**src/rtl/alu_simd_multiprecision_seq.sv**
```systemverilog
// Multi-limb sequencer for a combinational 4-operand SIMD ALU: ripples one Width-bit
// limb per cycle (LSB first), chaining the 2-bit limb carry, and returns sum + final carry.
module alu_simd_multiprecision_seq #(
  parameter int Width = 8,
  parameter int LIMBS = 4
) (
  input  logic                     clk,
  input  logic                     reset_n,
  input  logic                     in_valid,
  output logic                     in_ready,
  input  logic [LIMBS*Width-1:0]   in_W,
  input  logic [LIMBS*Width-1:0]   in_X,
  input  logic [LIMBS*Width-1:0]   in_Y,
  input  logic [LIMBS*Width-1:0]   in_Z,
  input  logic [1:0]               in_cin,
  output logic                     out_valid,
  input  logic                     out_ready,
  output logic [LIMBS*Width-1:0]   out_S,
  output logic [1:0]               out_carry,
  output logic [Width-1:0]         alu_W,
  output logic [Width-1:0]         alu_X,
  output logic [Width-1:0]         alu_Y,
  output logic [Width-1:0]         alu_Z,
  output logic [1:0]               alu_op,
  output logic                     alu_Z_controller,
  output logic                     alu_S_controller,
  output logic                     alu_W_X_Y_controller,
  output logic [1:0]               alu_CIN_W_X_Y_CIN,
  output logic                     alu_CIN_Z_W_X_Y_CIN,
  output logic [1:0]               alu_result_SIMD_carry_in,
  input  logic [Width-1:0]         alu_S,
  input  logic [1:0]               alu_COUT_W_X_Y_CIN,
  input  logic                     alu_COUT_Z_W_X_Y_CIN
);

  localparam int KW = (LIMBS > 1) ? $clog2(LIMBS) : 1;
  localparam int OPW = LIMBS * Width;

  typedef enum logic [1:0] {IDLE, RUN, DONE} state_t;

  state_t           state;
  logic [KW-1:0]    k;
  logic [1:0]       carry_reg;
  logic [OPW-1:0]   w_reg, x_reg, y_reg, z_reg;
  logic [OPW-1:0]   s_reg;
  logic [1:0]       cout_reg;
  logic [1:0]       limb_carry;
  logic             run;

  assign run        = (state == RUN);
  assign in_ready   = (state == IDLE);
  assign out_valid  = (state == DONE);
  assign out_S      = s_reg;
  assign out_carry  = cout_reg;

  // Width rule guarantees the two carry parts never sum past 3.
  assign limb_carry = alu_COUT_W_X_Y_CIN + {1'b0, alu_COUT_Z_W_X_Y_CIN};

  // Mode controls are static; limb operands and carry-in are zero outside RUN.
  assign alu_op                   = 2'b00;
  assign alu_Z_controller         = 1'b0;
  assign alu_S_controller         = 1'b0;
  assign alu_W_X_Y_controller     = 1'b0;
  assign alu_CIN_Z_W_X_Y_CIN      = 1'b0;
  assign alu_result_SIMD_carry_in = 2'b00;
  assign alu_W             = run ? w_reg[k*Width +: Width] : '0;
  assign alu_X             = run ? x_reg[k*Width +: Width] : '0;
  assign alu_Y             = run ? y_reg[k*Width +: Width] : '0;
  assign alu_Z             = run ? z_reg[k*Width +: Width] : '0;
  assign alu_CIN_W_X_Y_CIN = run ? carry_reg : 2'b00;

  always_ff @(posedge clk or negedge reset_n) begin
    if (!reset_n) begin
      state     <= IDLE;
      k         <= '0;
      carry_reg <= 2'b00;
      w_reg     <= '0;
      x_reg     <= '0;
      y_reg     <= '0;
      z_reg     <= '0;
      s_reg     <= '0;
      cout_reg  <= 2'b00;
    end else begin
      case (state)
        IDLE: begin
          if (in_valid) begin
            w_reg     <= in_W;
            x_reg     <= in_X;
            y_reg     <= in_Y;
            z_reg     <= in_Z;
            carry_reg <= in_cin;
            k         <= '0;
            state     <= RUN;
          end
        end
        RUN: begin
          s_reg[k*Width +: Width] <= alu_S;
          carry_reg               <= limb_carry;
          if (k == KW'(LIMBS - 1)) begin
            cout_reg <= limb_carry;
            k        <= '0;
            state    <= DONE;
          end else begin
            k <= k + 1'b1;
          end
        end
        DONE: begin
          if (out_ready) state <= IDLE;
        end
        default: state <= IDLE;
      endcase
    end
  end

endmodule

```
**config.mk**
```make
export PLATFORM = sky130hd
export DESIGN_NAME = alu_simd_multiprecision_seq
export DESIGN_NICKNAME = d
export VERILOG_FILES = /design/src/rtl/alu_simd_multiprecision_seq.sv
export SDC_FILE = /design/constraint.sdc
export NUM_CORES = 1
export LEC_CHECK = 0
export BUFFER_PORTS_ARGS = -buffer_cell sky130_fd_sc_hd__buf_2
export CORE_MARGIN = 1.5
export CORE_UTILIZATION = 56
export CTS_CLUSTER_DIAMETER = 80
export DETAILED_ROUTE_END_ITERATION = 10
export GPL_TIMING_DRIVEN = 0
export PLACE_DENSITY = 0.88
export SKIP_LAST_GASP = 1
export SLEW_MARGIN = 10
export SYNTH_ARGS = -nofsm -noshare
export SYNTH_HDL_FRONTEND = slang
export SYNTH_SLANG_ARGS = --single-unit
```
**constraint.sdc**
```tcl
create_clock -name clk -period 7.1 [get_ports clk]
set_clock_uncertainty 0.2 [all_clocks]
set_input_delay 0.71 -clock clk [delete_from_list [all_inputs] [get_ports clk]]
set_output_delay 0.71 -clock clk [all_outputs]
set_load 0.01 [all_outputs]
```
==> metrics, run 1 <==
outcome completed; area leader, netlist dfrtp_1; Adder-Cell Fraction of Synth Area 0.00963; power share of the clock group 0.210; synthesized area 7790 um^2; Post CTS Setup Buffer Count 0; clk root buf clkbuf_16; Slew Limit Fails 0; Required @ worst endpoint between 6 and 7 ns; P per Cell Area about 480 nW/um^2; post-synthesis register bit count roughly 170; vias in the first global route ~6000; mux share of post-synthesis cell area 0.280; Top FF cell, synth dfrtp_1; Final Non-Filler Cells roughly 980; routability cong. between 0.8 and 0.9; final setup TNS 0 ns; Hold Crit Class in -> async; largest net degree at the start of global routing 99; Internal between 0.003 and 0.004 W; global-route wire length before repair roughly 30 mm; sw frac 0.339; RSZ-0062 raised after global routing no; CP cell instances buf_2, clkbuf_1, mux4_2, and2_1, buf_2; post-layout minimum cycle time roughly 3.3 ns; Starting Density 0.582; Static Leak 4.59 nW; Netlist cell types 33; antenna diode count 0; final hold vios 0; layout cells sized above 1 0.441; Clock Tree Buf Depth 2; Setup crit end kind primary output; Area contributors post-synth dfrtp_1 54%, mux2_1 13%, mux4_2 9.2%; DR DRC count 0; synthesized instance count about 550; Post-DP Area a little over 9000 um^2; TritonCTS Sinks 168; I/O Buffers between 200 and 250; slowest CP cell clkbuf_1; Die Y 121 um; XOR/XNOR share of the synthesized area 0.00112; Core Area around 13000 um^2; DIE WIDTH between 100 and 150 um; Syn Area/Cell around 14 um^2; fin nets 940; top cell type's share of synthesized area 0.539; Final setup viols 0; count leader, synth dfrtp_1; vias per cell roughly 5.6; CTS Hold Bufs 0; First DRT Iteration DRCs 370; clk_lat worst skew between 0.4 and 0.5 ns; most frequent cells after synthesis 168 x dfrtp_1, 87 x mux2_1, 43 x inv_1, 43 x mux2_2, 34 x and2_1; Ports 223; Async SR Flop Fraction 1.00; die area between 10000 and 15000 um^2; grt ovf 0; Most common cell on crit path buf_2; compound-cell area share of the yosys netlist 0.0427; CTS tree yes; Reg clk slew, reported paths about 0.06 ns; largest family of logic cells by synthesized area multiplexers; critical path type reg -> out; Post-Synth Simple-Gate Area 0.0632; Max Fclk roughly 300 MHz; synth warn 0; Slew headroom 0.510; # Max-Cap Violations 0; Pre-Repair DR Iteration Count 6; gr usage total 0.276; switching power total between 0.0015 and 0.002 W; Post-synth EDFFs 0; Post-CTS Resized 0; area grow syn2layout 25.4%; antenna violations before repair 4; critical-path maximum fanout 10; Core Util, Final 0.730; Comb pwr share 0.427; Vias ~5500; Least-Margin Pin Slew 0.735 ns; Final Instance Area between 9000 and 10000 um^2; worst stage delay on the critical path 0.59 ns; period utilisation layout 0.462; Startpoint Class flip-flop; VDD IR-drop max 0.262 mV; final antenna-violating net count 0; H-Tree Depth 4; Post-Place Cells 946; Tot Pwr around 0.0047 W; WP data arrival approximately 2.4 ns; FP Rows 42; Routed WL between 15 and 20 mm; drt wl/cell between 15 and 20 um; cts bufs inserted 17; sequential power share 0.363; hpwl dp ~14 mm; post-synthesis sequential area ratio 0.539
[worst max-delay path, delay by kind of cell (launching register included)]
kind | cells | cell delay, ns
multiplexers | 1 | 0.42
buffers and inverters | 3 | 0.96
flip-flops | 1 | 0.38
AND/OR/NAND/NOR | 1 | 0.18
[path summary, 6_finish.rpt]
check / from / to / slack, ns / cells after the start
max: k[1] / alu_X[6] / 3.82 / 5
min: reset_n / out_S[11] / 0.03 / 1
max reg2reg: k[0] / out_S[15] / 4.18 / 8
min reg2reg: w_reg[29] / w_reg[29] / 0.28 / 1
max in group asynchronous: reset_n / x_reg[29] / 5.84 / 2
min in group clk: w_reg[29] / w_reg[29] / 0.28 / 1
[cells by family after synthesis]
family                     Yosys count
AOI/OAI and AO/OA                   39
xor gates and xnor gates             1
adders and majority gates            6
buffers and inverters               94
DFF                                168
muxes                              162
other                                1
and+or+nand+nor                     77
[power by group through the flow]
stage	Sequential, W	Clock [W]	Combinational, W
after floorplan	0.00166	0	0.00136
after global placement	0.00166	0	0.00193
after detailed placement	0.00171	0	0.00202
after CTS	0.00171	0.000999	0.00204
after global routing	0.00176	0.00104	0.00218
final	0.00171	0.000992	0.00202
[layer usage]
layer	global-route usage	share of wire	vias up
met5	0	0.0026	-
met4	0.104	0.022	6
met3	0.0818	0.076	41
met2	0.472	0.52	238
met1	0.332	0.38	2770
li1	-	-	2425
[stage by stage]
step / hold WS, ns / setup slack (ns)
finish: 0.0324 / 3.82
detailed placement: 0.270 / 4.23
global route: 0.0801 / 3.76
global placement: 0.262 / 2.75
CTS: 0.0544 / 3.82
floorplan: 0.214 / 4.76
[cells in the final DEF (no fill, tap or decap), drive strengths merged, types with 5 or more instances in the layout]
| cell type | netlist | final |
|---|---|---|
| and2 | 34 | 34 |
| and3b | 5 | 5 |
| buf | 37 | 252 |
| bufinv | 0 | 5 |
| clkbuf | 14 | 36 |
| conb | 1 | 8 |
| dfrtp | 168 | 168 |
| ha | 6 | 6 |
| inv | 43 | 43 |
| mux2 | 130 | 130 |
| mux4 | 32 | 32 |
| nand2 | 15 | 15 |
| nand3b | 8 | 8 |
| o32ai | 30 | 30 |
[layout make-up]
class	count	area (um^2)
repair buffers	215	1110
inverters	43	161
plain buffers	51	332
clock inverters	9	173
fillers	897	3620
clock buffers	22	454
well taps	176	220
flip-flops and latches	168	4200
multi-input cells	293	3120
Note: power is estimated with default switching activity, not from simulation.
==> run 2, diff against run 1 <==
--- a/config.mk
+++ b/config.mk
@@ -5,13 +5,14 @@
 export SDC_FILE = /design/constraint.sdc
 export NUM_CORES = 1
 export LEC_CHECK = 0
+export ABC_AREA = 1
 export BUFFER_PORTS_ARGS = -buffer_cell sky130_fd_sc_hd__buf_2
 export CORE_MARGIN = 1.5
-export CORE_UTILIZATION = 56
+export CORE_UTILIZATION = 48
 export CTS_CLUSTER_DIAMETER = 80
 export DETAILED_ROUTE_END_ITERATION = 10
 export GPL_TIMING_DRIVEN = 0
-export PLACE_DENSITY = 0.88
+export PLACE_DENSITY = 0.8
 export SKIP_LAST_GASP = 1
 export SLEW_MARGIN = 10
 export SYNTH_ARGS = -nofsm -noshare
==> constraint.sdc (replaced) <==
create_clock -name clk -period 2.8 [get_ports clk]
set_clock_uncertainty 0.2 [all_clocks]
set_input_delay 0.28 -clock clk [delete_from_list [all_inputs] [get_ports clk]]
set_output_delay 0.28 -clock clk [all_outputs]
set_load 0.01 [all_outputs]
==> run 2 against run 1 <==
  * Die area increased by 25%
  * Clock power up 140%
  * Worst hold slack worse by 0.014 ns
  * Wire length increased by 42%
  * Worst setup slack worse by 3.7 ns
  * Sequential power is 130% higher
  * Critical path type unchanged
  * Largest cell class unchanged
  * Highest routed layer is now met4
==> metrics, run 2 <==
most frequent cells in the layout 378 x nand2_1, 228 x buf_2, 168 x dfrtp_1, 160 x inv_1, 142 x dlygate4sd3_1; DR DRC count 0 (unchanged); Least-Margin Pin Slew 0.667 ns (-0.0671 ns); synth warn 0 (unchanged); Routed WL 27.2 mm (+42%); Startpoint Class flip-flop; final hold vios 0 (unchanged); Syn Area/Cell 8.05 um^2 (-43%); Ports 223 (unchanged); final setup TNS 0 ns (unchanged); vias per cell 5.10 (-9.0%); Hold Crit Class in -> reg; Top FF cell, synth dfrtp_1; Starting Density 0.489 (-0.0929); GRT met3 Usage 0.0565 (-0.0253); Reg2Reg Depth 9 (+1); # Max-Cap Violations 0 (unchanged); fillers 1265 (+41%); hold path cells 4; Required @ worst endpoint 2.32 ns (-3.87 ns); fin nets 1581 (+68%); VDD IR-drop max 0.593 mV (+130%); Reg clk slew, reported paths 0.06 ns (about the same); Area contributors post-synth dfrtp_1 50%, nand2_1 17%, o21ai_2 7.5%; GRT met2 Usage 0.496 (+0.0244); die area 18400 um^2 (+25%); Internal 0.00729 W (+130%); met1 usage 0.381 (+0.0495); count leader, synth nand2_1; post-synthesis register bit count 168 (unchanged); reg2reg setup slack 0.23 ns (-3.95 ns); TritonCTS Sinks 168 (unchanged); Slew headroom 0.555 (+0.0447); Netlist cell types 24 (-27%); Post-Place Cells 1494 (+58%); Die Y 135 um (+12%); largest net degree at the start of global routing 91 (-8.1%); Post-synth EDFFs 0 (unchanged); Setup crit end kind primary output; critical-path maximum fanout 10 (unchanged); Pre-Repair DR Iteration Count 5 (-1); layout cells sized above 1 0.267 (-0.174); top cell type's share of synthesized area 0.499 (-0.0404); routability cong. 0.865 (-2.1%); Core Area 17200 um^2 (+29%); area leader, netlist dfrtp_1; hold wc startpoint alu_COUT_Z_W_X_Y_CIN; final antenna-violating net count 0 (unchanged); synthesized area 8430 um^2 (+8.1%); gr usage total 0.307 (+0.0312); grt ovf 0 (unchanged); hpwl dp 16.7 mm (+19%); post-layout minimum cycle time around 2.7 ns; vias in the first global route 8784 (+50%); drt wl/cell 16.3 um (-17%); hold path endpoint out_carry[0]; synthesized instance count 1047 (+91%); switching power total 0.00559 W (+250%); Slew Limit Fails 0 (unchanged); antenna violations before repair 1 (-3); global-route wire length before repair 43.2 mm (+43%); outcome completed; Async SR Flop Fraction 1.00 (unchanged); Final setup viols 0 (unchanged); H-Tree Depth 4 (unchanged); DIE WIDTH 135 um (+12%); FP Rows 48 (+14%); P per Cell Area 1090 nW/um^2 (+120%); most common cell after layout, fill and taps aside nand2_1; Vias 8519 (+55%); Max Fclk about 370 MHz; clk root buf clkbuf_16; cts bufs inserted 17 (unchanged); CTS tree yes; WP data arrival 2.22 ns (-0.15 ns); RSZ-0062 raised after global routing no; RR Endpoint out_S[3]; Clock Tree Buf Depth 2 (unchanged); global routing's busiest layer met2; critical path type reg -> out; Post CTS Setup Buffer Count 0 (unchanged); post-synthesis sequential area ratio 0.499 (-0.0404); most frequent cells after synthesis 378 x nand2_1, 168 x dfrtp_1, 160 x inv_1, 76 x nand3_1, 72 x o21ai_2; Comb pwr share 0.504 (+0.077); Worst R2R Start k[1]; sw frac 0.434 (+0.0951); I/O Buffers 214 (unchanged); Final Non-Filler Cells 1669 (+71%); Static Leak 6.34 nW (+38%); period utilisation layout 0.965; clk_lat worst skew 0.42 ns (about the same); area grow syn2layout 40.8%; First DRT Iteration DRCs 695 (+88%); area of the multi-input gates 3150 um^2 (+0.68%); sequential power share 0.308 (-0.055); power share of the clock group 0.187 (-0.023); Register Area 4200 um^2 (unchanged); worst hold margin 0.0189 ns (-0.0135 ns)
run 2: cell types whose count changed after synthesis, moves of 32 or more:
cell and delta:
mux4_2 -32, mux2_1 -87, nand3_1 +75, nand2_1 +363, o21ai_2 +72, o21ai_1 +40, mux2_2 -43, inv_1 +117
and2_1 -34, a21oi_1 +32
run 2: worst max path at each step:
stage                     slack (ns)  cells past startpoint    start        to
after floorplan                 0.82                      9     k[1]  out_S[0]
final                            0.1                      7     k[0]  alu_X[1]
after CTS                       0.12                      5     k[1]  alu_W[0]
after global placement         -1.33                      1  reset_n  out_S[9]
after detailed placement        0.29                      9     k[1]  out_S[0]
after global routing           0.002                      7     k[0]  alu_X[0]
run 2: logic make-up after synthesis:
group,count (synthesis),synth area share
other cells,1,0.000445
flops,168,0.499
fa+ha+maj,6,0.00891
simple gates,477,0.230
compound gates,165,0.130
buf+inv,230,0.131
run 2: routing by layer:
layer	up-vias	wire [um]
met5	-	0
met4	0	1560
met3	133	1730
met2	453	12900
met1	3957	11000
li1	3976	-
run 2: what timing repair did:
item | in CTS | in global routing
resized for setup | 0 | 2
endpoints found under the setup margin | 0 | 2
hold buffers | 142 | 0
endpoints found under the hold margin | 223 | 0
run 2: area by class of cell:
cell class              count  share of cell area
flip-flops and latches    168               0.354
multi-input cells         656               0.265
repair buffers            357               0.213
inverters                 166              0.0527
plain buffers              64              0.0403
clock buffers              18              0.0370
well taps                 225              0.0237
clock inverters            14              0.0134
diodes                      1            0.000211
run 2: power by group through the flow:
| stage | Sequential [W] | Combinational [W] | Clock, W |
|---|---|---|---|
| 2_1_floorplan | 0.00401 | 0.00413 | 0 |
| 3_3_place_gp | 0.00394 | 0.00597 | 0 |
| 3_5_place_dp | 0.00398 | 0.00610 | 0 |
| 4_1_cts | 0.00394 | 0.00632 | 0.00243 |
| 5_1_grt | 0.00406 | 0.00718 | 0.00255 |
| 6_report | 0.00397 | 0.00650 | 0.00241 |
run 2: worst max-delay path: stages, from the launching register on:
cell,delay [ns]
dfrtp_1,0.40
buf_2,0.18
inv_2,0.16
clkbuf_1,0.54
nand2_1,0.15
nand3_1,0.13
a21oi_1,0.08
buf_2,0.16
run 2: per-stage QoR:
step	setup WS [ns]	power, W	util	cell area (um^2)
6_report	0.0979	0.0129	0.688	11900
5_1_grt	0.00181	0.0138	0.688	11900
3_3_place_gp	-1.33	0.00990	0.569	9800
4_1_cts	0.118	0.0127	0.688	11900
2_1_floorplan	0.817	0.00814	-	8450
3_5_place_dp	0.292	0.0101	0.571	9840
==> run 3, diff against run 2 <==
--- a/config.mk
+++ b/config.mk
@@ -5,14 +5,13 @@
 export SDC_FILE = /design/constraint.sdc
 export NUM_CORES = 1
 export LEC_CHECK = 0
-export ABC_AREA = 1
-export BUFFER_PORTS_ARGS = -buffer_cell sky130_fd_sc_hd__buf_2
+export BUFFER_PORTS_ARGS = -buffer_cell sky130_fd_sc_hd__buf_4
 export CORE_MARGIN = 1.5
-export CORE_UTILIZATION = 48
-export CTS_CLUSTER_DIAMETER = 80
+export CORE_UTILIZATION = 47
+export CTS_CLUSTER_DIAMETER = 100
 export DETAILED_ROUTE_END_ITERATION = 10
 export GPL_TIMING_DRIVEN = 0
-export PLACE_DENSITY = 0.8
+export PLACE_DENSITY = 0.79
 export SKIP_LAST_GASP = 1
 export SLEW_MARGIN = 10
 export SYNTH_ARGS = -nofsm -noshare
==> run 3 against run 2 <==
  * Wire length decreased by 19%
  * Fmax increased by 1.7%
  * First-iteration DRC count down 55%
  * Worst setup slack gained 0.046 ns
  * Critical path depth fell by 2
  * Die area shrank 5.4%
  * Sequential power is 9.8% higher
==> metrics, run 3 (synthesis results as in run 1) <==
outcome completed; antenna violations before repair 1 (unchanged); Slew headroom 0.598 (+0.0428); final hold vios 0 (unchanged); pre-CTS WS 0.00654 ns (-0.286 ns); WP data arrival 2.18 ns (-0.04 ns); DR DRC count 0 (unchanged); final worst setup slack 0.144 ns (+0.0458 ns); period utilisation layout 0.949 (-0.0163); largest net degree at the start of global routing 94 (+3.3%); critical path type reg -> out; Routed WL 22.0 mm (-19%); Required @ worst endpoint 2.32 ns (about the same); Least-Margin Pin Slew 0.603 ns (-0.0642 ns); crit path launch k[0]; TritonCTS Sinks 168 (unchanged); most frequent cells in the layout 222 x buf_4, 168 x dfrtp_1, 139 x dlygate4sd3_1, 87 x mux2_1; H-Tree Depth 4 (unchanged); Setup crit end kind primary output; vias per cell 5.25 (+2.8%); Hold Crit Class in -> reg; Worst R2R Start k[0]; P per Cell Area 1060 nW/um^2 (-2.1%); routability cong. 0.833 (-3.7%); Core Area 16100 um^2 (-6.8%); hpwl dp 14.4 mm (-14%); First DRT Iteration DRCs 313 (-55%); post-layout minimum cycle time 2.66 ns (-0.0458 ns); RR Endpoint out_S[23]; clk_lat worst skew 0.42 ns (about the same); cts bufs inserted 17 (unchanged); Max Fclk 376 MHz (+1.7%); Vias 6076 (-29%); fin nets 1079 (-32%); Die Y 132 um (-2.7%); layout cells sized above 1 0.383 (+0.116); worst hold margin 0.0793 ns (+0.0604 ns); global-route wire length before repair 35.4 mm (-18%); RSZ-0062 raised after global routing yes; I/O Buffers 214 (unchanged); hold path cells 3 (-1); Starting Density 0.485 (-0.00339); Slew Limit Fails 0 (unchanged); area grow syn2layout 50.3%; Final Instance Area 11700 um^2 (-1.2%); # Max-Cap Violations 0 (unchanged); Post-DP Area 9730 um^2 (-1.1%); die area 17400 um^2 (-5.4%); Ports 223 (unchanged); FP Rows 46 (-4.2%); Pre-Repair DR Iteration Count 5 (unchanged); Final setup viols 0 (unchanged); final antenna-violating net count 0 (unchanged); VDD IR-drop max 0.615 mV (+3.6%); hold wc startpoint alu_COUT_Z_W_X_Y_CIN; gr usage total 0.263 (-0.0445); final setup TNS 0 ns (unchanged); clk root buf clkbuf_16; Clock Tree Buf Depth 2 (unchanged); reg2reg setup slack 0.20 ns (-0.03 ns); Startpoint Class flip-flop; critical-path maximum fanout 10 (unchanged); Reg clk slew, reported paths 0.06 ns (about the same); Static Leak 5.30 nW (-16%); CTS tree yes; grt ovf 0 (unchanged); Reg2Reg Depth 8 (-1); vias in the first global route 6735 (-23%); hold path endpoint out_carry[0]; DIE WIDTH 132 um (-2.7%); drt wl/cell 19.0 um (+16%); most common cell after layout, fill and taps aside buf_4
run 3: cell count changes in the layout (fill, tap and decap cells not counted), sizes merged, moves of 13 or more:
cell / delta
nand3: -76
and2: +34
o32ai: +30
inv: -126
mux4: +32
buf: -13
o21ai: -132
nor2: -17
nand2: -366
a21oi: -32
mux2: +130
run 3: worst max-delay path: stages (launching register included):
cell	delay [ns]
dfrtp_1	0.44
buf_6	0.22
buf_6	0.21
mux4_2	0.51
and2_1	0.20
buf_4	0.16
run 3: stage by stage:
| step | power, W | std cells | utilization |
|---|---|---|---|
| 2_1_floorplan | 0.00768 | 555 | - |
| 3_3_place_gp | 0.00960 | 985 | 0.604 |
| 3_5_place_dp | 0.00988 | 986 | 0.606 |
| 4_1_cts | 0.0124 | 1157 | 0.729 |
| 5_1_grt | 0.0132 | 1158 | 0.730 |
| 6_report | 0.0124 | 1158 | 0.730 |
run 3: worst max path at each step:
stage	cells after the start	endpoint	slack, ns
6_report	5	alu_X[6]	0.14
3_5_place_dp	8	out_S[23]	0.007
3_3_place_gp	8	out_S[23]	0.13
5_1_grt	8	out_S[23]	-0.03
2_1_floorplan	8	out_S[23]	0.48
4_1_cts	5	alu_X[1]	0.0009
run 3: repair_timing:
action                     CTS  global route
resized for setup            3             5
buffers inserted             0             0
hold buffers               139             0
setup endpoints to repair   18            25
hold endpoints to repair   234             0
run 3: per-layer routing:
metal | up-vias | part of all wire | global-route usage
met2 | 305 | 0.51 | 0.461
met3 | 48 | 0.081 | 0.0761
met1 | 3027 | 0.39 | 0.308
met4 | 0 | 0.022 | 0.0951
li1 | 2696 | - | -
met5 | - | 0 | 0
run 3: power breakdown:
group	internal (W)	total, W	switching, W	leakage, nW
sequential	0.00366	0.00436	0.000700	2.04
clock	0.00137	0.00234	0.000979	0.277
combinational	0.00319	0.00574	0.00255	2.99
run 3: final cells by class:
type	instances	area [um^2]
Clock inverter	10	119
Multi-Input combinational cell	293	3120
Buffer	51	340
Antenna cell	1	2.50
Inverter	43	161
Sequential cell	168	4200
Timing Repair Buffer	354	3030
Clock buffer	22	464
Tap cell	216	270
Fill cell	979	4340
